File: config.mk
export PLATFORM = sky130hd
export DESIGN_NAME = fifo_stream_reader
export DESIGN_NICKNAME = d
export VERILOG_FILES = /design/src/rtl/fifo_pkg.sv /design/src/rtl/stream_out_buf.sv /design/src/rtl/fifo_stream_reader.sv
export SDC_FILE = /design/constraint.sdc
export NUM_CORES = 1
export LEC_CHECK = 0
export CORE_MARGIN = 5
export CORE_UTILIZATION = 50
export DETAILED_ROUTE_END_ITERATION = 10
export GPL_TIMING_DRIVEN = 0
export PLACE_DENSITY = 0.73
export SYNTH_ARGS = -nofsm -noshare
export SYNTH_HDL_FRONTEND = slang
export SYNTH_SLANG_ARGS = --single-unit
File: constraint.sdc
create_clock -name clk_i -period 2.75 [get_ports clk_i]
set_input_delay 0.4125 -clock clk_i [delete_from_list [all_inputs] [get_ports clk_i]]
set_output_delay 0.4125 -clock clk_i [all_outputs]
set_load 0.02 [all_outputs]
File: src/rtl/fifo_pkg.sv
// Shared types and constants for the FIFO stream reader and its output queue.
package fifo_pkg;

  localparam int unsigned OUT_BUF_DEPTH = 3;

  typedef logic [1:0] buf_ptr_t;
  typedef logic [1:0] buf_occ_t;

  // Advance a queue pointer, wrapping after the last entry.
  function automatic buf_ptr_t ptr_inc(buf_ptr_t p);
    return (p == buf_ptr_t'(OUT_BUF_DEPTH - 1)) ? buf_ptr_t'(0) : p + buf_ptr_t'(1);
  endfunction

endpackage

File: src/rtl/stream_out_buf.sv
// Three-entry circular queue holding words already read from the FIFO. Head entry and
// occupancy come straight from registers, so valid/data downstream are glitch-free.
module stream_out_buf
  import fifo_pkg::*;
#(
  parameter int unsigned DATA_WIDTH = 32
) (
  input  logic                  clk_i,
  input  logic                  rst_n_i,
  input  logic                  flush_i,
  input  logic                  push_i,
  input  logic [DATA_WIDTH-1:0] push_data_i,
  input  logic                  pop_i,
  output buf_occ_t              occ_o,
  output logic                  valid_o,
  output logic [DATA_WIDTH-1:0] head_data_o
);

  logic [DATA_WIDTH-1:0] mem_q [OUT_BUF_DEPTH];
  buf_ptr_t              head_q, head_d;
  buf_ptr_t              tail_q, tail_d;
  buf_occ_t              occ_q, occ_d;

  // Pointer and occupancy update; flush empties the queue outright.
  always_comb begin
    head_d = head_q;
    tail_d = tail_q;
    occ_d  = occ_q;
    if (flush_i) begin
      head_d = '0;
      tail_d = '0;
      occ_d  = '0;
    end else begin
      if (push_i) tail_d = ptr_inc(tail_q);
      if (pop_i)  head_d = ptr_inc(head_q);
      occ_d = occ_q + buf_occ_t'(push_i) - buf_occ_t'(pop_i);
    end
  end

  // Pointer/occupancy state.
  always_ff @(posedge clk_i or negedge rst_n_i) begin
    if (!rst_n_i) begin
      head_q <= '0;
      tail_q <= '0;
      occ_q  <= '0;
    end else begin
      head_q <= head_d;
      tail_q <= tail_d;
      occ_q  <= occ_d;
    end
  end

  // Storage; cleared on reset so the head reads as zero out of reset.
  always_ff @(posedge clk_i or negedge rst_n_i) begin
    if (!rst_n_i) begin
      for (int i = 0; i < OUT_BUF_DEPTH; i++) mem_q[i] <= '0;
    end else if (push_i && !flush_i) begin
      mem_q[tail_q] <= push_data_i;
    end
  end

  // Outputs are pure register reads.
  always_comb begin
    occ_o       = occ_q;
    valid_o     = (occ_q != '0);
    head_data_o = mem_q[head_q];
  end

endmodule

File: src/rtl/fifo_stream_reader.sv
// Read-side master for a synchronous FIFO: issues read strobes, tracks the word in
// flight, and presents returned words as a valid/ready stream with a delivery counter.
module fifo_stream_reader
  import fifo_pkg::*;
#(
  parameter int unsigned DATA_WIDTH = 32,
  parameter int unsigned FWFT       = 0,
  parameter int unsigned CNT_WIDTH  = 16
) (
  input  logic                  clk_i,
  input  logic                  rst_n_i,
  input  logic                  clk_en_i,
  input  logic                  flush_i,
  input  logic                  fifo_empty_i,
  input  logic [DATA_WIDTH-1:0] fifo_rd_data_i,
  output logic                  fifo_read_o,
  output logic [DATA_WIDTH-1:0] m_data_o,
  output logic                  m_valid_o,
  input  logic                  m_ready_i,
  output logic [CNT_WIDTH-1:0]  word_cnt_o
);

  buf_occ_t             occ;
  logic                 inflight_q, inflight_d;
  logic                 push, pop, buf_flush;
  logic [2:0]           pending;
  logic [CNT_WIDTH-1:0] cnt_q, cnt_d;

  // Read issue: only when the queue can absorb every word already requested.
  // No dependence on m_ready_i, so there is no combinational path from the sink.
  always_comb begin
    pending     = {1'b0, occ} + {2'b00, inflight_q};
    fifo_read_o = rst_n_i & clk_en_i & ~flush_i & ~fifo_empty_i & (pending < 3'd3);
    pop         = clk_en_i & ~flush_i & m_valid_o & m_ready_i;
    buf_flush   = clk_en_i & flush_i;
  end

  // Capture select: FWFT data is valid in the strobe cycle, otherwise one cycle later.
  // A flush drops the in-flight word by neither capturing it nor keeping the flag.
  always_comb begin
    if (FWFT != 0) begin
      push       = fifo_read_o;
      inflight_d = 1'b0;
    end else begin
      push       = clk_en_i & ~flush_i & inflight_q;
      inflight_d = clk_en_i ? fifo_read_o : inflight_q;
    end
    cnt_d = pop ? cnt_q + CNT_WIDTH'(1) : cnt_q;
  end

  // In-flight flag and delivered-word counter.
  always_ff @(posedge clk_i or negedge rst_n_i) begin
    if (!rst_n_i) begin
      inflight_q <= 1'b0;
      cnt_q      <= '0;
    end else begin
      inflight_q <= inflight_d;
      cnt_q      <= cnt_d;
    end
  end

  stream_out_buf #(
    .DATA_WIDTH(DATA_WIDTH)
  ) u_out_buf (
    .clk_i      (clk_i),
    .rst_n_i    (rst_n_i),
    .flush_i    (buf_flush),
    .push_i     (push),
    .push_data_i(fifo_rd_data_i),
    .pop_i      (pop),
    .occ_o      (occ),
    .valid_o    (m_valid_o),
    .head_data_o(m_data_o)
  );

  assign word_cnt_o = cnt_q;

endmodule

[Word level (Yosys, flattened, before mapping)]
Cells that the tools add are included.
Word-level totals
  logic and storage cells: 52
  input port bits: 38
  output and inout bits: 50
  register bits after elaboration: 119
Cells by class
  add/sub/neg operators: 6
  reduce and logical (&&, ||, !) cells: 6
  mux-type cells: 13
  bitwise gates (word level): 13
  magnitude comparators: 4
  equality and inequality tests: 2
Operators with widths (count)
  $bwmux 96: 1
  $mux 32: 3
  $bmux 32 s2: 1
  $demux 32 s2: 1
  $add 16x1->16 const B: 1
  $mux 2: 7
  $and 1x1->1: 9
  $ge 3x3->1 const B: 2
  $not 2->3: 2
  $reduce_bool 2->1: 3
  $add 2x1->2 const B: 2
  $eq 2x2->1 const B: 2
  $add 2x1->3: 1
  $lt 3x1->1 const B: 1
  $lt 3x2->1 const B: 1
  $add 2x1->2: 1
  $logic_and 1x1->1: 2
  $not 1->1: 2
  $sub 2x1->2: 1
  $logic_not 1->1: 1

[Longest topological paths before layout]
  word-level depth: 6
  gate-level depth with buffers: 8

[By module]
A second synthesis with hierarchy kept.
Unflattened totals
  cell total of the unflattened synthesis: 380
  area, all modules: 5753.0 sq um
Modules (own cells, without submodules)
  stream_out_buf: area each 4893.4 sq um, cells an instance 310, times used 1
  fifo_stream_reader: area each 859.6 sq um, cells an instance 70, times used 1

[Worst setup path after synthesis]
OpenSTA, ideal clock, no wires.
  path kind: register to output
  start: register u_out_buf.head_q[1]
  end: output port m_data_o[10]
  data arrival time: 1.704 ns
  buffers on the path: 2
  slack: 0.633 ns
  cell stages (with the launch flop): 5
  cell sequence: dfrtp_1 -> clkbuf_1 -> buf_1 -> mux2i_1 -> o21ai_0
On the way
  cells in the longest elaborated chain, start to end: 4
RTL lines
  start, declared: RTL line stream_out_buf.sv:20  | buf_ptr_t head_q, head_d;
  start signal, assigned: RTL line stream_out_buf.sv:43  | head_q <= '0;
  start signal, assigned: RTL line stream_out_buf.sv:47  | head_q <= head_d;
  $not 2->3 (implied by the code): RTL line stream_out_buf.sv:66  | head_data_o = mem_q[head_q];
  $bmux 32 s2: RTL line stream_out_buf.sv:66
  $mux 32 (implied by the code) (2 in a row): RTL line stream_out_buf.sv:66
  end, declared: RTL line fifo_stream_reader.sv:17  | output logic [DATA_WIDTH-1:0] m_data_o,
No other way between the ends. The select of a mux whose other input is x is not followed.

[Worst setup path in the final report]
  start: register u_out_buf.head_q[1]
  end: output port m_data_o[19]
The elaborated chain is that of the path after synthesis.

==> run summary <==
status: complete, no violations
Post-synth top cells: 119 x dfrtp_1, 68 x mux2_2, 37 x nand2_1
Post-CTS Setup Repair Bufs: 0
Synth Area in Adders: 0.0115
vias in the first global route: 3809
core area: 10700 µm²
initial antenna violation count: 0
Max Cap Viol: 0
fraction of layout cells with a size suffix above 1: 0.283
Tot Pwr: 5.65 mW
final hold vios: 0
multi-input logic area: 2300 µm²
Worst Hold Class: primary input to asynchronous set/reset pin
gr usage total: 0.189
EDFF count, synth: 0
Hold Slack: 426 ps
Mapped Area: 5440 µm²
Tightest Pin Transition: 798 ps
slowest cell delay on critical path: 500 ps
Seq cells post-synth: 119
critical-path maximum fanout: 10
CP bufs+invs: 3
RePlAce Congestion: 0.718
io pins: 88
Synth warnings: 0
P_leak: 3.36 nW
final critical-path required period: 2550 ps
Ant. Diodes: 0
CTS sink count: 119
sequential area share after synthesis: 0.547
clock edge transition at the registers on the reported setup and hold paths: 50 ps
largest net degree at the start of global routing: 71
CTS Buf Count: 17
WS Path Type: flip-flop to output port
mux cell area share after synthesis: 0.280
max_slew headroom: 0.464
Post-Syn Nets: 447
syn avg cell area: 13.5 µm²
Post-synth top flop: dfrtp_1
CP endpoint kind: output port
Yosys top cell area share: 0.547
layout filler cell count: 822
first-pass GRT wire length: 19.1 mm
DRT Pass-1 Iters: 4
DRC Markers: 0
clk buf depth: 2
wire length per cell: 17.1 µm
Die Width: 114 µm
Final Non-Filler Cells: 663
Die ar.: 13100 µm²
Yosys cell types: 36
IO buf count: 87
clock skew: 5.71 ps
gr ovfl total: 0
Worst EP arrival: 2140 ps
slowest cell on the critical path: dfrtp_1
initial core utilization: 0.506
leading area contributor after synthesis: dfrtp_1
Final Max Slew Viols: 0
most common cell in the netlist: dfrtp_1
H-Tree Depth: 4
critical path, cell by cell: nor2b_1 -> clkbuf_2 -> clkbuf_4 -> nand2_1 -> o21ai_0 -> dlygate4sd2_1
Row Count: 38
final-stage net count: 554
total number of vias: 3481
PD cells: 807 nW/µm²
Tcrit/Tclk final: 0.928
Die Ht: 114 µm
clk_lat worst skew: 510 ps
Synth Instances: 404
cell family with most CP delay: buffers and inverters
ranking of synthesized cells by area: dfrtp_1 55%, mux2_2 14%, mux2_4 8.0%
Area growth syn-to-layout: 28.8%
Root Driver: clkbuf_8
RSZ-0062 raised after global routing: no
Post-Route Utilization: 0.652
Setup Viol. Count Final: 0
combinational family with the most area after synthesis: multiplexers
DRT Wirelength: 11.3 mm
storage element area: 2980 µm²
simple-gate share of the synthesized area: 0.0621
HPWL Detailed: 7.54 mm
xor/xnor share of the synthesized area: 0.0274
FMAX: 392 MHz
post-synthesis compound-gate area fraction: 0.0416
Worst EP required: 2340 ps
ys async rst share: 1.00
Post-DRT Antenna Nets: 0
Avg Vias per Cell: 5.25
CTS tree: done
Max VDD drop: 0.478 mV
drt first-iter violations: 182
Cells after DPL: 632
Worst setup SP type: flip-flop
## flip-flops by register name, summed over array words and instances, names as in the netlist
name,flops
word_cnt_o,16
inflight_q,1
u_out_buf.occ_o,2
u_out_buf.head_q,2
u_out_buf.mem_q,96
u_out_buf.tail_q,2
## area by class of cell
type,count,area share
timing repair buffer,89,0.124
clock buffer,27,0.0687
buffer,20,0.0239
sequential,119,0.425
inverter,4,0.00214
multi-input combinational,260,0.328
clock inverter,4,0.00286
tap,140,0.0250
## layer usage
| layer | vias to the layer above | part of all wire | GRT usage |
|---|---|---|---|
| li1 | 1642 | - | - |
| met1 | 1749 | 0.45 | 0.240 |
| met2 | 83 | 0.49 | 0.302 |
| met3 | 7 | 0.046 | 0.0661 |
| met4 | 0 | 0.011 | 0.0673 |
| met5 | - | 0 | 0 |
## report_power, final
part           internal [mW]  switching, mW
logic                  0.767          0.790
clock network           1.16          0.698
registers               2.04          0.191
total                   3.97           1.68
## kinds of logic after synthesis
group,Yosys count
flops,119
compound gates,42
xor+xnor,17
mux,129
simple gates,67
buf+inv,25
fa+ha+maj,5
## stage by stage
| stage | instance area, µm² | setup slack [ps] | setup TNS [ps] |
|---|---|---|---|
| floorplan | 5440 | 633 | 0 |
| global placement | 6490 | -3650 | -400190 |
| detailed placement | 6520 | -89.4 | -470 |
| CTS | 7010 | 53.2 | 0 |
| global route | 7010 | 3.10 | 0 |
| finish | 7010 | 198 | 0 |
## path summary, 6_finish.rpt
check / slack [ps] / depth (start not counted) / to / from
hold reg to reg: 480 / 1 / word_cnt_o[15] / word_cnt_o[15]
max in group asynchronous: 1620 / 3 / u_out_buf.mem_q[53] / rst_n_i
hold / removal: 430 / 2 / u_out_buf.mem_q[68] / rst_n_i
min in group clk_i: 480 / 1 / word_cnt_o[15] / word_cnt_o[15]
setup / recovery: 200 / 6 / m_data_o[19] / u_out_buf.head_q[1]
setup reg to reg: 750 / 8 / u_out_buf.occ_o[1] / u_out_buf.occ_o[1]
## what timing repair did
action	CTS	global route
cloned	0	0
endpoints found under the setup margin	33	3
resized for setup	43	5
hold buffers	1	0
hold endpoints to repair	49	0
## placed cells by master (no fill, tap or decap), types with 3 or more instances in the layout
cell type	count
and3_1	4
buf_12	3
buf_2	4
buf_4	4
clkbuf_1	10
clkbuf_16	16
clkbuf_4	4
clkbuf_8	4
clkdlybuf4s50_1	53
clkinv_2	4
dfrtp_1	118
dlygate4sd2_1	30
ha_1	5
inv_1	4
mux2_2	68
mux2_4	29
mux2i_1	32
nand2_1	37
nand3_1	6
nand4_1	4
nor2_1	4
o21ai_0	34
xnor2_1	12
xor2_1	5
(Power assumes the default switching activity.)
